### src/rtl/core_ctrl_pkg.sv
// rtl/core_ctrl_pkg.sv - shared state encodings for the core control FSM
// Purpose: 3-bit state codes shared by core_ctrl_fsm and the stall/hazard unit.
package core_ctrl_pkg;

  localparam int CTRL_STATE_W = 3;

  typedef enum logic [CTRL_STATE_W-1:0] {
    ST_INST          = 3'b000,
    ST_MULDIV        = 3'b001,
    ST_TRAP_MSTATUS  = 3'b010,
    ST_TRAP_MEPC_SET = 3'b011,
    ST_TRAP_MTVEC    = 3'b100,
    ST_TRAP_MEPC_RET = 3'b101,
    ST_TRAP_INT      = 3'b110,
    ST_SLEEP         = 3'b111
  } ctrl_state_e;

endpackage

### src/rtl/core_ctrl_fsm.sv
// rtl/core_ctrl_fsm.sv - core control FSM: MUL/DIV, WFI sleep, trap entry and MRET
// Purpose: sequences multi-cycle operations and trap entry/return between
//   decode and the stall unit; all strobes are Moore-decoded from curr_state.
// Ports:
//   clk, rst                        clock, synchronous active-high reset
//   dec_valid/dec_stall             decode has an instruction / is stalled
//   dec_is_muldiv/wfi/mret          decoded instruction class
//   dec_pc [XLEN]                   PC of the instruction in decode
//   dec_intr_en                     an interrupt may be taken now
//   int0, int1                      level interrupt lines, int0 has priority
//   mul_rdy, div_rdy                multi-cycle unit result valid
//   curr_state [3]                  registered state code to the stall unit
//   muldiv_act                      MUL/DIV in flight
//   mstatus_enter/mstatus_exit      mstatus update strobes
//   mepc_we, mepc_wdata [XLEN]      mepc write strobe and captured PC
//   pc_ld_mtvec, pc_ld_mepc         fetch redirect strobes
//   pipe_flush                      flush fetch/decode
//   int_ack, int_id                 interrupt acknowledge and acked source
module core_ctrl_fsm
  import core_ctrl_pkg::*;
#(
  parameter int XLEN = 32
) (
  input  logic            clk,
  input  logic            rst,
  input  logic            dec_valid,
  input  logic            dec_stall,
  input  logic            dec_is_muldiv,
  input  logic            dec_is_wfi,
  input  logic            dec_is_mret,
  input  logic [XLEN-1:0] dec_pc,
  input  logic            dec_intr_en,
  input  logic            int0,
  input  logic            int1,
  input  logic            mul_rdy,
  input  logic            div_rdy,
  output logic [2:0]      curr_state,
  output logic            muldiv_act,
  output logic            mstatus_enter,
  output logic            mstatus_exit,
  output logic            mepc_we,
  output logic [XLEN-1:0] mepc_wdata,
  output logic            pc_ld_mtvec,
  output logic            pc_ld_mepc,
  output logic            pipe_flush,
  output logic            int_ack,
  output logic            int_id
);

  ctrl_state_e state_q;
  ctrl_state_e state_d;

  // The trap is only ever entered from INST, so that is the one place the
  // return PC and source id are captured; they then hold through the sequence.
  logic take_trap;
  assign take_trap = (state_q == ST_INST) && dec_intr_en;

  always_ff @(posedge clk) begin
    if (rst) begin
      state_q    <= ST_INST;
      mepc_wdata <= '0;
      int_id     <= 1'b0;
    end else begin
      state_q <= state_d;
      if (take_trap) begin
        mepc_wdata <= dec_pc;
        int_id     <= ~int0;
      end
    end
  end

  always_comb begin
    state_d = state_q;
    case (state_q)
      ST_INST: begin
        if (dec_intr_en)                  state_d = ST_TRAP_MSTATUS;
        else if (dec_stall || !dec_valid) state_d = ST_INST;
        else if (dec_is_muldiv)           state_d = ST_MULDIV;
        else if (dec_is_mret)             state_d = ST_TRAP_MEPC_RET;
        else if (dec_is_wfi)              state_d = ST_SLEEP;
      end
      ST_MULDIV:        if (mul_rdy || div_rdy) state_d = ST_INST;
      ST_TRAP_MSTATUS:  state_d = ST_TRAP_MEPC_SET;
      ST_TRAP_MEPC_SET: state_d = ST_TRAP_MTVEC;
      ST_TRAP_MTVEC:    state_d = ST_TRAP_INT;
      ST_TRAP_INT:      state_d = ST_INST;
      ST_TRAP_MEPC_RET: state_d = ST_INST;
      // Wake only; the trap itself is taken from INST via dec_intr_en.
      ST_SLEEP:         if (int0 || int1) state_d = ST_INST;
      default:          state_d = ST_INST;
    endcase
  end

  always_comb begin
    muldiv_act    = 1'b0;
    mstatus_enter = 1'b0;
    mstatus_exit  = 1'b0;
    mepc_we       = 1'b0;
    pc_ld_mtvec   = 1'b0;
    pc_ld_mepc    = 1'b0;
    pipe_flush    = 1'b0;
    int_ack       = 1'b0;
    case (state_q)
      ST_MULDIV:        muldiv_act = 1'b1;
      ST_TRAP_MSTATUS: begin
        mstatus_enter = 1'b1;
        pipe_flush    = 1'b1;
      end
      ST_TRAP_MEPC_SET: mepc_we = 1'b1;
      ST_TRAP_MTVEC: begin
        pc_ld_mtvec = 1'b1;
        pipe_flush  = 1'b1;
      end
      ST_TRAP_INT:      int_ack = 1'b1;
      ST_TRAP_MEPC_RET: begin
        mstatus_exit = 1'b1;
        pc_ld_mepc   = 1'b1;
        pipe_flush   = 1'b1;
      end
      default: ;
    endcase
  end

  assign curr_state = state_q;

endmodule

### config.mk
export PLATFORM = sky130hd
export DESIGN_NAME = core_ctrl_fsm
export DESIGN_NICKNAME = d
export VERILOG_FILES = /design/src/rtl/core_ctrl_pkg.sv /design/src/rtl/core_ctrl_fsm.sv
export SDC_FILE = /design/constraint.sdc
export NUM_CORES = 1
export LEC_CHECK = 0
export ABC_CLOCK_PERIOD_IN_PS = 1200
export BUFFER_PORTS_ARGS = -buffer_cell sky130_fd_sc_hd__buf_2
export CAP_MARGIN = 20
export CORE_UTILIZATION = 38
export DETAILED_ROUTE_END_ITERATION = 10
export PLACE_DENSITY = 0.75
export SYNTH_ARGS = -nofsm -noshare
export SYNTH_HDL_FRONTEND = slang
export SYNTH_SLANG_ARGS = --single-unit
### constraint.sdc
create_clock -name clk -period 1.2 [get_ports clk]
set_input_delay 0.06 -clock clk [delete_from_list [all_inputs] [get_ports clk]]
set_output_delay 0.06 -clock clk [all_outputs]
set_load 0.005 [all_outputs]
# == After elaboration in Yosys (flattened, before gate mapping) ==
# Index checks and enable logic that the tools add are counted.
# totals
word_cells,38
output_inout_bits,44
reg_bits,36
input_bits,44
# op_classes
mux,15
n_bitwise,1
eq_ne,10
n_reduce_logical,9
# op_table
cell,count
3-bit 2-to-1 mux,7
3-bit case mux with 7 select lines,1
"3-bit equality test, second input constant",4
1-bit 2-to-1 mux,7
"3-bit by 2-bit equality test with 1-bit output, second input constant",2
"6-bit by 5-bit inequality test with 1-bit output, second input constant",1
"2-bit inequality test, second input constant",2
"3-bit by 1-bit equality test with 1-bit output, second input constant",1
3-bit logical NOT,1
1-bit logical OR,3
3-bit AND reduction,1
3-bit OR reduction,1
2-bit OR reduction,1
1-bit logical AND,1
1-bit logical NOT,1
1-bit inverter,1

# == Depth between registers and ports, before layout ==
# depth
depth_word,6
mapped_depth,6
depth_no_buf,4

# == Worst setup path before layout ==
# No wires, ideal clock.
# synth_timing
path_type,reg-to-reg
startpoint,register state_q[1] (netlist: curr_state[1])
endpoint,register state_q[1] (netlist: curr_state[1])
required_ns,1.130
path_stages_with_launch,5
n_path_buf,1
path_slack_ns,0.007
t_arrival_ns,1.124
setup_ns,0.070
period_less_slack_ns,1.193
path_cell_list,dfxtp_1 -> buf_4 -> or3b_4 -> o311a_1 -> a21oi_1
# synth_between
elab_chain_cells,3
elab_cells_between_ends,14
classes_between,eq/ne (10); mux (1); reduce/logical (3)
# synth_rtl
element,line,text
start: declaration,core_ctrl_fsm.sv:50,ctrl_state_e state_q;
start signal: assignment,core_ctrl_fsm.sv:64,state_q <= state_d;
"3-bit equality test, or another cell as far along",core_ctrl_fsm.sv:74,case (state_q)
"2-bit OR reduction (no source line), or another cell as far along",-,
3-bit case mux with 7 select lines / 3-bit AND reduction (equally long branches),-,
# Parallel ways exist; a longest one is shown, timed or not.
# A chain may end at the register's enable or synchronous reset.

# == Final worst setup path ==
# layout_timing
startpoint,register state_q[1] (netlist: curr_state[1])
endpoint,output port pipe_flush
# layout_between
elab_chain_cells,3
elab_cells_between_ends,5
classes_between,eq/ne (3); mux (1); reduce/logical (1)
# layout_rtl
element,line,text
3-bit equality test / 3-bit by 2-bit equality test with 1-bit output (equally long branches),core_ctrl_fsm.sv:103,case (state_q)
3-bit OR reduction (no source line) (*),-,
1-bit 2-to-1 mux (*),core_ctrl_fsm.sv:103,
end: declaration,core_ctrl_fsm.sv:45,"output logic pipe_flush,"
# Mark *: on every way between the ends. The rest lies on a longest branch, timed or not.

==> impl_summary.log <==
INFO  metric run_status = finished with violations
INFO  metric failed_checks = negative setup slack
INFO  metric reg2reg_slack = -150 ps
INFO  metric tritoncts_num_sinks = 36
INFO  metric skew = 2.501 ps
INFO  metric first_pass_grt_wire_length = 5996 µm
INFO  metric yosys-top-cells-area = dfxtp_1 (50%), nand2_1 (18%), a21oi_1 (12%)
INFO  metric postRouteWirelength = 4588 µm
INFO  metric floorplan.die_area = 4037 µm²
INFO  metric synth_sequential_area_ratio = 50.09%
INFO  metric tightestPinTransition = 333.8 ps
INFO  metric cts_max_path_buffers = 2
INFO  metric grt.overflow.total = 0
INFO  metric hold_end = mepc_wdata[19]
INFO  metric worst_hold_path.num_cells = 3
INFO  metric first_global_vias = 1,425
INFO  metric syn_to_final_growth = 88.17%
INFO  metric num_vias = 1,678
INFO  metric crit_arrival = 1330 ps
INFO  metric reg2reg_depth = 6
INFO  metric setup.worst_path.end_class = output port
INFO  metric worst_case_headroom_to_the_max_slew_limit = 77.60%
INFO  metric worst_ep_required_time = 1140 ps
INFO  metric vdd_ir_drop_max = 867.7 µV
INFO  metric synth.avg_cell_area = 7.863 µm²
INFO  metric timing.rr.start = curr_state[2]
INFO  metric powerDensity = 1450 nW/µm²
INFO  metric post_drt_via_cell_ratio = 4.979
INFO  metric period_needed = 1393 ps
INFO  metric startpoint_type = flop
INFO  metric cap_violations = 0
INFO  metric tritoncts.num_buffers = 5
INFO  metric mappedNetlistArea = 1439 µm²
INFO  metric globalplace.congestion = 0.7667
INFO  metric synth.lib_cells_used.distinct = 28
INFO  metric power.leakage = 1.308 nW
INFO  metric numPortBuffers = 87
INFO  metric critical_r2r_capture = curr_state[2]
INFO  metric timing.setup.critical_path_class = reg2out
INFO  metric max_clock_freq = 718.1 MHz
INFO  metric report.final.hold_viol_count = 0
INFO  metric grt_antenna_before_repair = 0
INFO  metric die_w = 63.54 µm
INFO  metric worst_skew_pair_latency = 280 ps
INFO  metric worstHoldStart = dec_pc[19]
INFO  metric grt_util_all_layers = 18.78%
INFO  metric ys_seq_elements = 36
INFO  metric final-max-slew-violation-count = 0
INFO  metric final_layout_size_suffix_gt1_share = 69.42%
INFO  metric path_clk_slew = 70 ps
INFO  metric drt_pass1_iterations = 4
INFO  metric critical-path-slowest-cell = or3b_4
INFO  metric fin_area = 2708 µm²
INFO  metric setup_violating_endpoint_count_in_the_final_report = 42
INFO  metric cts_root_buffer = clkbuf_8
INFO  metric post-synth-top-area-cell = dfxtp_1
INFO  metric num_antenna_cells = 0
INFO  metric grt_max_degree = 34
INFO  metric coreArea = 3468 µm²
INFO  metric cts_tree = done
INFO  metric drt_iter0_drc = 69
INFO  metric timing.critical_path.cells = buf_6 -> or3b_4 -> nand2_1 -> buf_2
INFO  metric antenna_violating_nets_post_route = 0
INFO  metric critical_path.max_stage_delay = 390 ps
INFO  metric cp_max_fo = 4
INFO  metric layout_worst_path_cycle_share = 116.0%
INFO  metric place_hpwl = 2568 µm
INFO  metric yosysWarningCount = 0
INFO  metric nNetsFinal = 334
INFO  metric chipHeight = 63.54 µm
INFO  metric unrepaired_setup_endpoints_after_global_routing = yes
INFO  metric remaining_drc_errors = 0
INFO  metric detail_route.wl_per_cell = 13.61 µm
INFO  metric start_util = 41.49%
INFO  metric finish.utilization = 78.07%
INFO  metric cts-htree-levels = 2
INFO  metric post_dp_cell_area = 1938 µm²
INFO  metric design.portCount = 88
INFO  metric synth_top_cell_area_share = 50.09%
INFO  metric synth_cells = 183
INFO  metric fillerInstances = 240
INFO  metric post_synthesis_net_count = 227
INFO  metric worst_hold_path_type = in2reg
INFO  metric final_critical_path_setup_slack = -192.6 ps
INFO  metric fp-row-count = 21
[cell usage after synthesis (all sizes together)]
cell and n:
and2 2, clkbuf 7, a21oi 34, nand2 69
a211oi 1, o211ai 1, nor4 1, nand3b 1
nor4bb 1, nor3 2, nor3b 1, nor2 6
buf 8, a311oi 1, a41oi 1, or3 1
inv 1, o21ai 3, dfxtp 36, o311a 1
and3b 2, nor4b 1, or3b 1, nand2b 1
[metal layers]
layer  track usage (%)  vias to the layer above  share of wire (%)
li1                  -                      819                  -
met1             22.51                      778                 39
met2             31.52                       69                 52
met3             5.072                       12                6.7
met4             7.386                        0                1.9
met5                 0                        -                  0
[report_power, final]
part | switching, mW | total, mW | internal [mW]
sequential | 0.137 | 1.48 | 1.34
clock | 0.423 | 0.890 | 0.466
combinational | 0.735 | 1.56 | 0.825
[repair_timing]
| item | in CTS | in global routing |
|---|---|---|
| setup endpoints to repair | 43 | 44 |
| hold endpoints to repair | 1 | 0 |
| resized for setup | 12 | 121 |
| cloned | 0 | 5 |
| pin swaps | 1 | 73 |
| hold buffers | 1 | 0 |
| buffers inserted | 7 | 3 |
[worst max path at each step]
stage	from	end	slack, ps
detailed placement	curr_state[0]	curr_state[2]	-60
floorplan	curr_state[1]	curr_state[1]	7
finish	curr_state[1]	pipe_flush	-190
global route	curr_state[1]	pipe_flush	-230
CTS	curr_state[2]	curr_state[2]	-160
global placement	curr_state[0]	curr_state[2]	-30
[worst max-delay path: cells and delay by family (launching register included)]
| kind | cells | cell delay (ps) |
|---|---|---|
| and+or+nand+nor | 2 | 460 |
| DFF | 1 | 380 |
| buffers and inverters | 2 | 210 |
[through the flow]
stage | std cells | hold slack, ps | total power [mW] | setup TNS (ps) | setup WS (ps)
floorplan | 183 | 155.6 | 1.922 | 0 | 6.651
global placement | 313 | 280.0 | 2.262 | -43.03 | -28.81
detailed placement | 313 | 294.6 | 2.284 | -543.6 | -63.24
CTS | 329 | 1.140 | 3.264 | -2181 | -156.5
global route | 337 | 8.791 | 4.116 | -6348 | -228.5
finish | 337 | 16.79 | 3.925 | -4169 | -192.6
[logic make-up (layout without fill, tap and decap cells)]
kind of cell	count (synthesis)	after routing	synth area share [%]
AOI/OAI and AO/OA	42	42	15.83
DFF	36	36	50.09
and+or+nand+nor	89	89	27.13
buffers and inverters	16	124	6.956
[flip-flops by register name, indices dropped and copies added, names as in the netlist]
signal      flops
int_id          1
mepc_wdata     32
curr_state      3
[layout make-up]
class	instances	area, µm²	area share (%)
multi-input combinational	131	1037	38.31
timing repair buffer	115	790.8	29.21
sequential	36	724.4	26.76
clock buffer	7	86.33	3.189
tap	46	57.56	2.126
clock inverter	1	7.507	0.2773
inverter	1	3.754	0.1386
[placed cells by master (no fill, tap or decap), types with 2 or more instances in the layout]
| master | count |
|---|---|
| dfxtp_1 | 33 |
| and3b_1 | 2 |
| buf_12 | 3 |
| buf_6 | 12 |
| nand2_2 | 7 |
| nand2_1 | 33 |
| buf_2 | 87 |
| dfxtp_2 | 3 |
| buf_4 | 8 |
| clkbuf_8 | 6 |
| nand2_4 | 28 |
| clkbuf_16 | 3 |
| o21ai_0 | 2 |
| nor2_1 | 5 |
| a21oi_1 | 2 |
| a21oi_2 | 32 |
Power figures use the tool's default switching activity.
